`config.mk`:
```
export PLATFORM = sky130hd
export DESIGN_NAME = psum_accum_buffer_flat
export DESIGN_NICKNAME = d
export VERILOG_FILES = /design/src/rtl/psum_accum_buffer_if.sv /design/src/rtl/psum_accum_buffer.sv /design/src/flat_wrapper.sv
export SDC_FILE = /design/constraint.sdc
export NUM_CORES = 1
export LEC_CHECK = 0
export BUFFER_PORTS_ARGS = -buffer_cell sky130_fd_sc_hd__buf_2
export CORE_AREA = 2 2 93 162
export DETAILED_ROUTE_END_ITERATION = 6
export DIE_AREA = 0 0 95 164
export GPL_TIMING_DRIVEN = 0
export HOLD_SLACK_MARGIN = 0.08
export PLACE_DENSITY = 0.67
export SETUP_SLACK_MARGIN = 0.05
export SLEW_MARGIN = 5
export SYNTH_ARGS = -nofsm -noshare
export SYNTH_HDL_FRONTEND = slang
export SYNTH_SLANG_ARGS = --single-unit
export TNS_END_PERCENT = 100
```
`constraint.sdc`:
```
create_clock -name PE_clk -period 3.5 [get_ports PE_clk]
set_input_delay 0.7 -clock PE_clk [delete_from_list [all_inputs] [get_ports PE_clk]]
set_output_delay 0.7 -clock PE_clk [all_outputs]
set_load 0.02 [all_outputs]
```
`src/rtl/psum_accum_buffer_if.sv`:
```
// Result handshake between the partial-sum accumulator and the writeback/pooling stage.
interface psum_accum_buffer_if #(
  parameter int OUT_W = 24
);
  logic [OUT_W-1:0] Psum_out;
  logic             Psum_valid;
  logic             Psum_ready;

  modport master (output Psum_out, output Psum_valid, input Psum_ready);
  modport slave  (input Psum_out, input Psum_valid, output Psum_ready);
endinterface

```
`src/rtl/psum_accum_buffer.sv`:
```
// Accumulates ACC_NUM strobed PE partial sums per pixel and queues results in a FWFT FIFO.
// Define PSUM_RELU_EN to ReLU-clamp completed pixels at FIFO write.
module psum_accum_buffer #(
  parameter int IN_W       = 20,
  parameter int ACC_NUM    = 4,
  parameter int OUT_W      = 24,
  parameter int FIFO_DEPTH = 4
) (
  input  logic                PE_clk,
  input  logic                rst_n,
  input  logic                en,
  input  logic                clr,
  input  logic [IN_W-1:0]     Conv_result,
  input  logic                PE_out_clk,
  psum_accum_buffer_if.master psum,
  output logic [3:0]          Group_cnt,
  output logic                Fifo_full,
  output logic                Ovf_err
);
  localparam int PW = (FIFO_DEPTH > 1) ? $clog2(FIFO_DEPTH) : 1;
  localparam int CW = $clog2(FIFO_DEPTH) + 1;
  localparam logic [3:0]    LAST    = 4'(ACC_NUM - 1);
  localparam logic [CW-1:0] DEPTH_C = CW'(FIFO_DEPTH);

  logic             pe_clk_d;
  logic [OUT_W-1:0] acc;
  logic [OUT_W-1:0] mem [FIFO_DEPTH];
  logic [PW-1:0]    wr_ptr;
  logic [PW-1:0]    rd_ptr;
  logic [CW-1:0]    count;

  logic             strobe;
  logic             push;
  logic             pop;
  logic             do_write;
  logic [OUT_W-1:0] x_ext;
  logic [OUT_W-1:0] sum;
  logic [OUT_W-1:0] wr_data;

  assign strobe   = PE_out_clk & ~pe_clk_d & en;
  assign x_ext    = {{(OUT_W-IN_W){Conv_result[IN_W-1]}}, Conv_result};
  assign sum      = acc + x_ext;
  assign push     = strobe & (Group_cnt == LAST) & ~clr;
  assign pop      = psum.Psum_valid & psum.Psum_ready & ~clr;
  // A full FIFO still accepts a push when the head leaves in the same cycle.
  assign do_write = push & (~Fifo_full | pop);

  always_comb begin
    wr_data = sum;
`ifdef PSUM_RELU_EN
    if (sum[OUT_W-1]) wr_data = '0;
`endif
  end

  assign psum.Psum_valid = (count != '0);
  assign psum.Psum_out   = psum.Psum_valid ? mem[rd_ptr] : '0;
  assign Fifo_full       = (count == DEPTH_C);

  always_ff @(posedge PE_clk or negedge rst_n) begin
    if (!rst_n) begin
      pe_clk_d  <= 1'b0;
      acc       <= '0;
      Group_cnt <= '0;
      wr_ptr    <= '0;
      rd_ptr    <= '0;
      count     <= '0;
      Ovf_err   <= 1'b0;
    end else begin
      pe_clk_d <= PE_out_clk;
      if (clr) begin
        acc       <= '0;
        Group_cnt <= '0;
        wr_ptr    <= '0;
        rd_ptr    <= '0;
        count     <= '0;
        Ovf_err   <= 1'b0;
      end else begin
        if (strobe) begin
          if (Group_cnt == LAST) begin
            acc       <= '0;
            Group_cnt <= '0;
          end else begin
            acc       <= sum;
            Group_cnt <= Group_cnt + 4'd1;
          end
        end
        if (push && !do_write) Ovf_err <= 1'b1;
        if (do_write) wr_ptr <= wr_ptr + 1'b1;
        if (pop) rd_ptr <= rd_ptr + 1'b1;
        count <= count + CW'(do_write) - CW'(pop);
      end
    end
  end

  // Storage needs no reset: the read side is gated by the occupancy count.
  always_ff @(posedge PE_clk) begin
    if (do_write) mem[wr_ptr] <= wr_data;
  end
endmodule
```
`src/flat_wrapper.sv`:
```
// flat-port wrapper written by rule: the top's interface ports become plain ports
module psum_accum_buffer_flat 
#(
  parameter int IN_W       = 20,
  parameter int ACC_NUM    = 4,
  parameter int OUT_W      = 24,
  parameter int FIFO_DEPTH = 4
)
  (PE_clk, rst_n, en, clr, Conv_result, PE_out_clk, Group_cnt, Fifo_full, Ovf_err, psum_Psum_out, psum_Psum_valid, psum_Psum_ready);
  psum_accum_buffer_if #(.OUT_W(OUT_W)) psum_i ();
  input  logic PE_clk;
  input  logic rst_n;
  input  logic en;
  input  logic clr;
  input  logic [IN_W-1:0] Conv_result;
  input  logic PE_out_clk;
  output logic [3:0] Group_cnt;
  output logic Fifo_full;
  output logic Ovf_err;
  output wire logic [$bits(psum_i.Psum_out)-1:0] psum_Psum_out;
  output wire logic [$bits(psum_i.Psum_valid)-1:0] psum_Psum_valid;
  input wire logic [$bits(psum_i.Psum_ready)-1:0] psum_Psum_ready;
  assign psum_Psum_out = psum_i.Psum_out;
  assign psum_Psum_valid = psum_i.Psum_valid;
  assign psum_i.Psum_ready = psum_Psum_ready;
  psum_accum_buffer #(.IN_W(IN_W), .ACC_NUM(ACC_NUM), .OUT_W(OUT_W), .FIFO_DEPTH(FIFO_DEPTH)) u_core (.PE_clk(PE_clk), .rst_n(rst_n), .en(en), .clr(clr), .Conv_result(Conv_result), .PE_out_clk(PE_out_clk), .psum(psum_i), .Group_cnt(Group_cnt), .Fifo_full(Fifo_full), .Ovf_err(Ovf_err));
endmodule
```
==> results of run 1 <==
power by group:
group | internal (W) | leakage (nW) | switching, W
sequential | 0.00175 | 1.37 | 0.0000357
combinational | 0.000327 | 1.33 | 0.000457
clock | 0.00106 | 0.292 | 0.000664
metrics by stage:
stage | utilization | worst slack (ns) | hold WS (ns)
CTS | 0.520 | 0.195 | 0.391
global placement | 0.478 | 0.0606 | 0.492
detailed placement | 0.479 | -0.0296 | 0.500
global route | 0.520 | 0.147 | 0.388
finish | 0.520 | 0.301 | 0.402
floorplan | - | 0.544 | 0.404
worst min-delay path by stage:
stage	to	slack, ns	cells after the start
3_3_place_gp	u_core.acc[1]	0.49	2
6_report	u_core.pe_clk_d	0.40	1
5_1_grt	u_core.pe_clk_d	0.39	1
2_1_floorplan	u_core.Group_cnt[0]	0.40	0
4_1_cts	u_core.pe_clk_d	0.39	1
3_5_place_dp	u_core.acc[4]	0.50	1
layer usage:
layer / vias to the layer above / routed length, um / global-route usage
met3: 27 / 496 / 0.0381
met5: - / 0 / 0
met4: 0 / 324 / 0.0777
met1: 2041 / 4960 / 0.198
met2: 102 / 8190 / 0.364
li1: 1853 / - / -
area by class of cell:
cell class              instances  area share
inverters                      11     0.00555
multi-input cells             280       0.324
clock buffers                  24      0.0707
repair buffers                 56      0.0377
flip-flops and latches        133       0.512
well taps                     180      0.0303
clock inverters                 8     0.00757
plain buffers                  20      0.0121
cells in the mapped netlist (2+ instances only):
cell type   n  area share
a31oi_1     2      0.0020
inv_1      11      0.0065
a22o_1     23       0.032
a211oi_1    4      0.0047
o211ai_1    5      0.0059
nand4_1     4      0.0040
o21ai_0    16       0.013
o21bai_1    3      0.0036
a21oi_1    19       0.015
xnor2_1    13       0.018
buf_1       2      0.0012
and2_1     29       0.029
nor3b_1     4      0.0047
or2_2       2      0.0020
ha_1       30       0.059
edfxtp_1   96        0.46
nand3_1     6      0.0047
mux4_2     24       0.085
a41oi_1     2      0.0028
and3_1      2      0.0020
xor2_1     13       0.018
nor2_1     21       0.012
dfrtp_1    37        0.15
o21a_1      6      0.0071
a21o_1      8      0.0095
fa_1        2      0.0063
nor2b_1     3      0.0030
clkbuf_1   19       0.011
and4_1      2      0.0028
nand2_1    20       0.012
nor3_1      2      0.0016
or3_1       3      0.0030
cell families (layout without fill, tap and decap cells):
group / count (synthesis) / after routing / synth area share
compound gates: 96 / 96 / 0.107
xor+xnor: 26 / 26 / 0.0360
fa+ha+maj: 32 / 32 / 0.0656
buf+inv: 32 / 119 / 0.0190
flops: 133 / 133 / 0.601
mux: 25 / 25 / 0.0869
simple gates: 101 / 101 / 0.0840
flip-flops by register name, indices dropped and copies added (netlist names):
register	flops
u_core.pe_clk_d	1
u_core.Group_cnt	4
u_core.mem	96
u_core.rd_ptr	2
u_core.acc	24
u_core.wr_ptr	2
u_core.Ovf_err	1
u_core.count	3
timing repair:
item,in CTS,in global routing
gates resized for setup,4,0
setup endpoints to repair,18,0
buffers inserted,0,0
hold buffers,0,0
endpoints found under the hold margin,0,0
==> flow_metrics.py, run 1 <==
metrics = {
    "power_and_ir_drop": {
        "power_w": 0.00429,
        "ir_worst_vdd_v": 0.000363,
        "p_leak_nw": 2.99,
        "p_per_area_nw_per_um2": 577,
    },
    "worst_setup_path": {
        "cp_slowest_stage_delay_ns": 0.64,
        "cp-start-kind": "flip-flop",
        "timing.rr.start": "u_core.acc[0]",
        "crit_end": "psum_Psum_out[18]",
        "cp_num_cells": 4,
        "critPathKind": "flip-flop to output port",
        "critPathSlowestCell": "dfrtp_1",
        "r2r_setup_slack_ns": 0.33,
        "critPathLaunch": "u_core.rd_ptr[0]",
        "cp_cell_sequence": "clkdlybuf4s15_2 > mux4_2 > and2_1 > buf_2",
        "cp_max_fo": 10,
        "reg2reg_to": "u_core.acc[22]",
        "arrival_ns": 2.50,
        "crit_required_ns": 2.80,
        "critical-path-top-delay-family": "buffers and inverters",
        "cp_num_buf_inv": 2,
        "r2r_cells": 11,
        "worst_setup_path_end_kind": "output port",
    },
    "logic_synthesis": {
        "synth_seq_area_share": 0.601,
        "synth-seq-cells": 133,
        "syn_inst": 445,
        "synth.avg_cell_area_sq_um": 14.2,
        "yosys_warnings": 0,
        "async_flop_share": 0.278,
        "ys_types": 44,
        "synth_flop_cell": "edfxtp_1",
        "syn-num-nets": 503,
        "syn_area_sq_um": 6330,
        "synth-edff-count": 96,
    },
    "clock_tree": {
        "clk_pin_slew_ns": 0.06,
        "clockBufferDepth": 2,
        "clock_latency_ns": 0.42,
        "cts_tree": "done",
        "root_buffer": "clkbuf_16",
        "clkSinkCount": 133,
        "cts_buffers": 17,
        "cts-htree-levels": 4,
    },
    "sta": {
        "finalSetupTns_ns": 0,
        "report.final.hold_viol_count": 0,
        "period_needed_ns": 3.20,
        "slew_viol_final": 0,
        "finalCritPeriodShare": 0.914,
        "rsz0062_at_grt": "false",
        "skew_ns": 0.0131,
        "setup_viol": 0,
        "relSlewSlack": 0.375,
        "worst_slew_pin_slew_ns": 0.938,
        "timing.fmax_ghz": 0.313,
    },
    "routing": {
        "wl_per_cell_um": 19.6,
        "firstDrtPassIters": 5,
        "via_count": 4023,
        "antenna_left": 0,
        "route.detailed.drc": 0,
        "drt_iter0_markers": 172,
        "routed_via_density": 5.65,
        "routed_wl_um": 14000,
    },
    "grt": {
        "grt_max_degree": 38,
        "grt_overflow": 0,
        "antenna_found_initial": 0,
        "grt_pass1_wl_um": 21900,
        "grt_usage": 0.191,
        "grt_pass1_vias": 4234,
    },
    "placement": {
        "dpl.hpwl_um": 9630,
        "portBuffers": 56,
        "dp.cells": 681,
        "place.gp.congestion": 0.939,
        "place_area_sq_um": 6840,
    },
    "final_layout": {
        "antenna_cells": 0,
        "fin_nets": 577,
        "final_common_cell": "edfxtp_1",
        "multi_input_area_sq_um": 2410,
        "area_growth_pct": 17.4,
        "final_cell_area_sq_um": 7440,
        "drive_above_1_share": 0.222,
        "final_cell_mix": "edfxtp_1 (96), buf_2 (56), dfrtp_1 (37)",
        "fill_cells": 1202,
        "seq_area_sq_um": 3810,
        "stdcell_count": 712,
    },
    "floorplan": {
        "start_util": 0.443,
        "die_w_um": 95,
        "io-pin-count": 57,
        "die_y_um": 164,
        "coreArea_sq_um": 14300,
        "die-area_sq_um": 15600,
        "placement_rows": 58,
    },
    "job": {
        "max_cap_violations": 0,
    },
    "status": {
        "status": "complete, no violations",
    },
    "hold_path": {
        "holdCritStartpoint": "PE_out_clk",
        "hold_class": "primary input to flip-flop",
    },
}
(Power assumes the default switching activity.)
==> inputs of run 2 (changes only) <==
Settings changed: ABC_AREA from default to 1, CORE_AREA 2 2 93 162 to 2 2 99 173, DIE_AREA 0 0 95 164 to 0 0 101 175.
==> run 2 against run 1 <==
  * Via count rose by 37%
  * Highest routed layer unchanged
  * Global-route usage rose by 1.4 points
  * Maximum frequency rose by 10%
  * Routed wire length rose by 24%
  * Utilization fell by 0.67 points
  * First-iteration DRC count rose by 62%
  * Worst hold slack got worse by 0.0072 ns
  * Cell area rose by 12%
  * Cell count rose by 57%
  * Critical path type unchanged
  * Register-to-register slack improved by 0.63 ns
  * Sequential share of layout area fell by 5.7 points
==> flow_metrics.py, run 2 <==
metrics = {
    "status": {
        "status": "complete, no violations",
    },
    "routing": {
        "firstDrtPassIters": 5,
        "routed_wl_um": 17400,
        "antenna_left": 0,
        "routed_via_density": 4.92,
        "drt_iter0_markers": 278,
        "wl_per_cell_um": 15.6,
        "route.detailed.drc": 0,
        "via_count": 5492,
    },
    "logic_synthesis": {
        "synthTopCellsByCount": "nand2_1 (205), nor2_1 (131), inv_1 (106)",
        "synth_most_common_cell": "nand2_1",
        "synth-edff-count": 96,
        "syn-num-nets": 896,
        "syn_area_sq_um": 7190,
        "synth-seq-cells": 133,
        "ys_types": 35,
        "synth_top_area_frac": 0.401,
        "synth_flop_cell": "edfxtp_1",
        "syn_inst": 838,
        "synth.avg_cell_area_sq_um": 8.58,
        "yosys_warnings": 0,
        "synth_seq_area_share": 0.530,
        "yosysTopAreaCell": "edfxtp_1",
        "async_flop_share": 0.278,
        "yosys-top-cells-area": "edfxtp_1 (40%), dfrtp_1 (13%), nand2_1 (11%)",
    },
    "placement": {
        "dp.cells": 1086,
        "place_area_sq_um": 7750,
        "dpl.hpwl_um": 13200,
        "place.gp.congestion": 0.877,
        "portBuffers": 55,
    },
    "grt": {
        "antenna_found_initial": 0,
        "grt_pass1_vias": 5377,
        "grt_max_degree": 38,
        "grt_overflow": 0,
        "grt_pass1_wl_um": 27100,
        "grt_usage": 0.205,
    },
    "sta": {
        "finalSetupTns_ns": 0,
        "timing.fmax_ghz": 0.345,
        "rsz0062_at_grt": "false",
        "relSlewSlack": 0.396,
        "hold_slack_ns": 0.395,
        "finalCritPeriodShare": 0.828,
        "worst_slew_pin_slew_ns": 0.906,
        "slew_viol_final": 0,
        "period_needed_ns": 2.90,
        "report.final.hold_viol_count": 0,
        "skew_ns": 0.0103,
        "setup_viol": 0,
    },
    "worst_setup_path": {
        "critPathLaunch": "u_core.rd_ptr[0]",
        "cp-start-kind": "flip-flop",
        "cp_num_buf_inv": 5,
        "critical-path-top-delay-family": "buffers and inverters",
        "arrival_ns": 2.20,
        "critPathSlowestCell": "clkbuf_1",
        "cp_slowest_stage_delay_ns": 0.40,
        "cp_max_fo": 10,
        "timing.rr.start": "u_core.count[1]",
        "cp_cell_sequence": "buf_2 > inv_2 > buf_2 > clkbuf_1 > o21ai_0 > a21oi_1 > buf_2",
        "r2r_cells": 9,
        "reg2reg_to": "u_core.mem[2][17]",
        "critPathKind": "flip-flop to output port",
        "cp_num_cells": 7,
        "r2r_setup_slack_ns": 0.96,
        "crit_end": "psum_Psum_out[18]",
        "crit_required_ns": 2.80,
        "crit_path_frequent_cell": "buf_2",
        "worst_setup_path_end_kind": "output port",
    },
    "floorplan": {
        "die-area_sq_um": 17700,
        "coreArea_sq_um": 16300,
        "die_w_um": 101,
        "placement_rows": 62,
        "start_util": 0.441,
        "die_y_um": 175,
        "io-pin-count": 57,
    },
    "final_layout": {
        "final_common_cell": "nand2_1",
        "antenna_cells": 0,
        "regMostFlops": "u_core.mem",
        "largest_register_ffs": 96,
        "fin_nets": 971,
        "final_cell_mix": "nand2_1 (205), nor2_1 (127), inv_1 (106)",
        "final_cell_area_sq_um": 8370,
        "area_growth_pct": 16.3,
        "largest_registers": "u_core.mem: 96 flops, u_core.acc: 24 flops, u_core.Group_cnt: 4 flops",
        "drive_above_1_share": 0.148,
        "stdcell_count": 1117,
    },
    "job": {
        "max_cap_violations": 0,
    },
    "power_and_ir_drop": {
        "p_leak_nw": 3.94,
        "ir_worst_vdd_v": 0.000309,
        "p_per_area_nw_per_um2": 583,
    },
    "clock_tree": {
        "postCtsResizedCells": 0,
        "cts-htree-levels": 4,
        "clkSinkCount": 133,
        "root_buffer": "clkbuf_16",
        "clock_latency_ns": 0.42,
        "cts_buffers": 17,
        "clockBufferDepth": 2,
        "clk_pin_slew_ns": 0.06,
        "post_cts_buffers": 0,
        "cts_tree": "done",
        "ctsHoldBuffers": 0,
    },
    "hold_path": {
        "hold_class": "primary input to flip-flop",
    },
}
-- run 2: changes by cell type in the layout (fill, tap and decap cells not counted), moves of 24 or more --
cell and change:
inv_1 +95, mux4_2 -24, nand2_1 +185, nand3_1 +28
nor2_1 +106, o21ai_0 +39
-- run 2: per-stage QoR --
step	worst slack, ns	total power, W	utilization
4_1_cts	0.564	0.00490	0.514
6_report	0.604	0.00488	0.514
2_1_floorplan	0.832	0.00261	-
3_5_place_dp	0.709	0.00303	0.475
5_1_grt	0.429	0.00509	0.514
3_3_place_gp	-0.119	0.00301	0.473
-- run 2: final cells by class --
cell class,count,area (sq um)
plain buffers,22,98.8
clock buffers,20,437
multi-input cells,566,2870
flip-flops and latches,133,3810
inverters,117,440
fillers,1491,7930
well taps,192,240
repair buffers,56,290
clock inverters,11,183
-- run 2: kinds of logic after synthesis --
group | share of synthesized area
adder cells (fa/ha/maj) | 0.0578
AO/OA/AOI/OAI | 0.0740
XOR/XNOR | 0.0120
flip-flops | 0.530
buffers and inverters | 0.0750
AND/OR/NAND/NOR | 0.252
-- run 2: metal layers --
metal | global-route usage | up-vias | share of wire
met3 | 0.0368 | 30 | 0.033
li1 | - | 2839 | -
met1 | 0.210 | 2512 | 0.37
met4 | 0.0873 | 0 | 0.033
met2 | 0.394 | 111 | 0.56
met5 | 0 | - | 0
-- run 2: worst min path at each step --
stage,endpoint,startpoint,cells after the start
2_1_floorplan,u_core.Group_cnt[0],rst_n,0
3_3_place_gp,u_core.acc[19],u_core.acc[19],2
3_5_place_dp,u_core.acc[13],u_core.acc[13],2
4_1_cts,u_core.pe_clk_d,PE_out_clk,1
5_1_grt,u_core.pe_clk_d,PE_out_clk,1
6_report,u_core.pe_clk_d,PE_out_clk,1
-- run 2: report_power, final --
group	total [W]	internal (W)	switching, W
Combinational	0.00123	0.000349	0.000876
Sequential	0.00177	0.00175	0.0000175
Clock	0.00189	0.00125	0.000637
Total	0.00488	0.00335	0.00153
==> inputs of run 3 (changes only) <==
Settings changed: ABC_AREA 1 to 0, CORE_AREA 2 2 99 173 to 2 2 93 162, DIE_AREA 0 0 101 175 to 0 0 95 164, PLACE_DENSITY 0.67 to 0.7.
Clock period 3.5 ns to 2.6 ns, I/O delays scaled along.
==> run 3 against run 2 <==
  * The run now ends with setup timing left
  * Worst hold slack got worse by 0.17 ns
  * Power grew 23%
  * Utilization rose by 4.3 points
  * Clock-buffer cell count decreased by 2
  * Clock skew increased by 0.0079 ns
  * Combinational power about the same
==> flow_metrics.py, run 3 (synthesis results as in run 1) <==
metrics = {
    "clock_tree": {
        "root_buffer": "clkbuf_16",
        "cts_buffers": 17,
        "ctsHoldBuffers": 0,
        "clk_pin_slew_ns": 0.07,
        "clockBufferDepth": 2,
        "clock_latency_ns": 0.42,
        "cts_tree": "done",
        "clkSinkCount": 133,
        "cts-htree-levels": 4,
    },
    "power_and_ir_drop": {
        "p_clk_frac": 0.403,
        "p_switching_w": 0.00167,
        "power_w": 0.00602,
        "netSwitchingFraction": 0.278,
        "p_int_w": 0.00435,
        "combPwrFrac": 0.201,
        "ir_worst_vdd_v": 0.000482,
        "p_per_area_nw_per_um2": 756,
        "p_leak_nw": 3.18,
        "seqPwrFrac": 0.396,
    },
    "worst_setup_path": {
        "crit_end": "u_core.acc[16]",
        "timing.rr.start": "u_core.acc[0]",
        "cp-start-kind": "flip-flop",
        "cp_max_fo": 5,
        "critPathLaunch": "u_core.acc[0]",
        "critPathKind": "flip-flop to flip-flop",
        "arrival_ns": 3.16,
        "r2r_setup_slack_ns": -0.26,
        "crit_required_ns": 2.91,
        "worst_setup_path_end_kind": "flip-flop",
        "reg2reg_to": "u_core.acc[16]",
        "r2r_cells": 11,
    },
    "sta": {
        "layout_setup_ws_ns": -0.257,
        "relSlewSlack": 0.363,
        "report.final.hold_viol_count": 0,
        "setup_viol": 40,
        "timing.fmax_ghz": 0.350,
        "worst_slew_pin_slew_ns": 0.955,
        "skew_ns": 0.0183,
        "period_needed_ns": 2.86,
        "slew_viol_final": 0,
        "rsz0062_at_grt": "true",
        "finalCritPeriodShare": 1.10,
    },
    "routing": {
        "antenna_left": 0,
        "routed_via_density": 5.60,
        "route.detailed.drc": 0,
        "firstDrtPassIters": 5,
        "wl_per_cell_um": 19.8,
        "drt_iter0_markers": 236,
        "routed_wl_um": 14500,
        "via_count": 4114,
    },
    "final_layout": {
        "fill_cells": 1140,
        "regMostFlops": "u_core.mem",
        "final_cell_area_sq_um": 7950,
        "fin_nets": 599,
        "area_growth_pct": 25.6,
        "multi_input_area_sq_um": 2700,
        "largest_register_ffs": 96,
        "drive_above_1_share": 0.348,
        "seq_area_sq_um": 3810,
        "final_cell_mix": "edfxtp_1 (96), buf_2 (56), dfrtp_1 (34)",
        "largest_registers": "u_core.mem: 96 flops, u_core.acc: 24 flops, u_core.Group_cnt: 4 flops",
        "antenna_cells": 0,
        "final_common_cell": "edfxtp_1",
    },
    "floorplan": {
        "die_y_um": 164,
        "die-area_sq_um": 15600,
        "io-pin-count": 57,
        "coreArea_sq_um": 14300,
        "placement_rows": 58,
        "die_w_um": 95,
        "start_util": 0.443,
    },
    "placement": {
        "portBuffers": 56,
        "dpl.hpwl_um": 9420,
        "place.gp.congestion": 0.898,
        "place_area_sq_um": 6890,
    },
    "status": {
        "failed_checks": "setup timing",
        "status": "finished with violations",
    },
    "grt": {
        "antenna_found_initial": 0,
        "grt_overflow": 0,
        "grt_usage": 0.194,
        "grt_pass1_wl_um": 22100,
        "grt_max_degree": 38,
        "grt_pass1_vias": 4353,
    },
    "job": {
        "max_cap_violations": 0,
    },
    "hold_path": {
        "hold_class": "primary input to flip-flop",
        "holdCritStartpoint": "PE_out_clk",
    },
}
-- run 3: changes by cell type in the layout (fill, tap and decap cells not counted), sizes merged, moves of 6 or more --
cell   change
a21o       +8
a21oi     -19
a22o      +19
and2      +17
buf       +18
inv       -97
mux4      +24
nand2    -194
nand3     -32
nor2     -123
o21a       +6
o21ai     -40
xnor2      +9
xor2       +8
-- run 3: worst max-delay path: stages, from the launching register on --
cell	delay, ns
dfrtp_1	0.42
ha_4	0.18
inv_2	0.05
fa_2	0.21
nor2b_2	0.05
o31a_1	0.27
o2111a_2	0.30
a21o_1	0.20
a221o_1	0.41
a41oi_2	0.28
xnor2_2	0.18
a22o_1	0.21
-- run 3: area by class of cell --
class	instances	share of cell area
clock buffer	18	0.0552
inverter	11	0.00519
timing repair buffer	83	0.0621
multi-input combinational	280	0.339
tap	180	0.0283
sequential	133	0.479
buffer	15	0.00991
clock inverter	14	0.0208
-- run 3: worst min-delay path by stage --
stage | end | slack, ns | depth (start not counted)
detailed placement | u_core.Ovf_err | 0.50 | 2
floorplan | u_core.Group_cnt[0] | 0.22 | 0
global route | u_core.pe_clk_d | 0.22 | 1
global placement | u_core.Ovf_err | 0.48 | 2
finish | u_core.pe_clk_d | 0.23 | 1
CTS | u_core.pe_clk_d | 0.22 | 1
-- run 3: metal layers --
layer | global-route usage | wire [um]
met5 | 0 | 0
met4 | 0.0968 | 385
met3 | 0.0385 | 497
met2 | 0.356 | 8330
met1 | 0.207 | 5320
-- run 3: stage by stage --
stage / hold WS (ns) / instances / setup slack (ns) / util / TNS (ns)
after CTS: 0.217 / 726 / -0.203 / 0.545 / -3.72
after detailed placement: 0.495 / 681 / -0.692 / 0.482 / -82.36
final: 0.228 / 734 / -0.257 / 0.556 / -5.06
after global routing: 0.219 / 734 / -0.321 / 0.556 / -8.61
after floorplan: 0.224 / 445 / -0.0669 / - / -0.568
after global placement: 0.485 / 681 / -0.679 / 0.482 / -74.04
-- run 3: what timing repair did --
| action | 4_1_cts | 5_1_grt |
|---|---|---|
| endpoints found under the setup margin | 172 | 54 |
| gates resized for setup | 52 | 22 |
| pin swaps | 15 | 11 |
| setup buffers | 19 | 8 |
-- run 3: power groups by stage --
| stage | Sequential [W] | Combinational, W | Clock, W |
|---|---|---|---|
| after detailed placement | 0.00242 | 0.00110 | 0 |
| final | 0.00238 | 0.00121 | 0.00242 |
| after global routing | 0.00238 | 0.00131 | 0.00253 |
| after CTS | 0.00238 | 0.00120 | 0.00245 |
| after global placement | 0.00241 | 0.00108 | 0 |
| after floorplan | 0.00241 | 0.000772 | 0 |
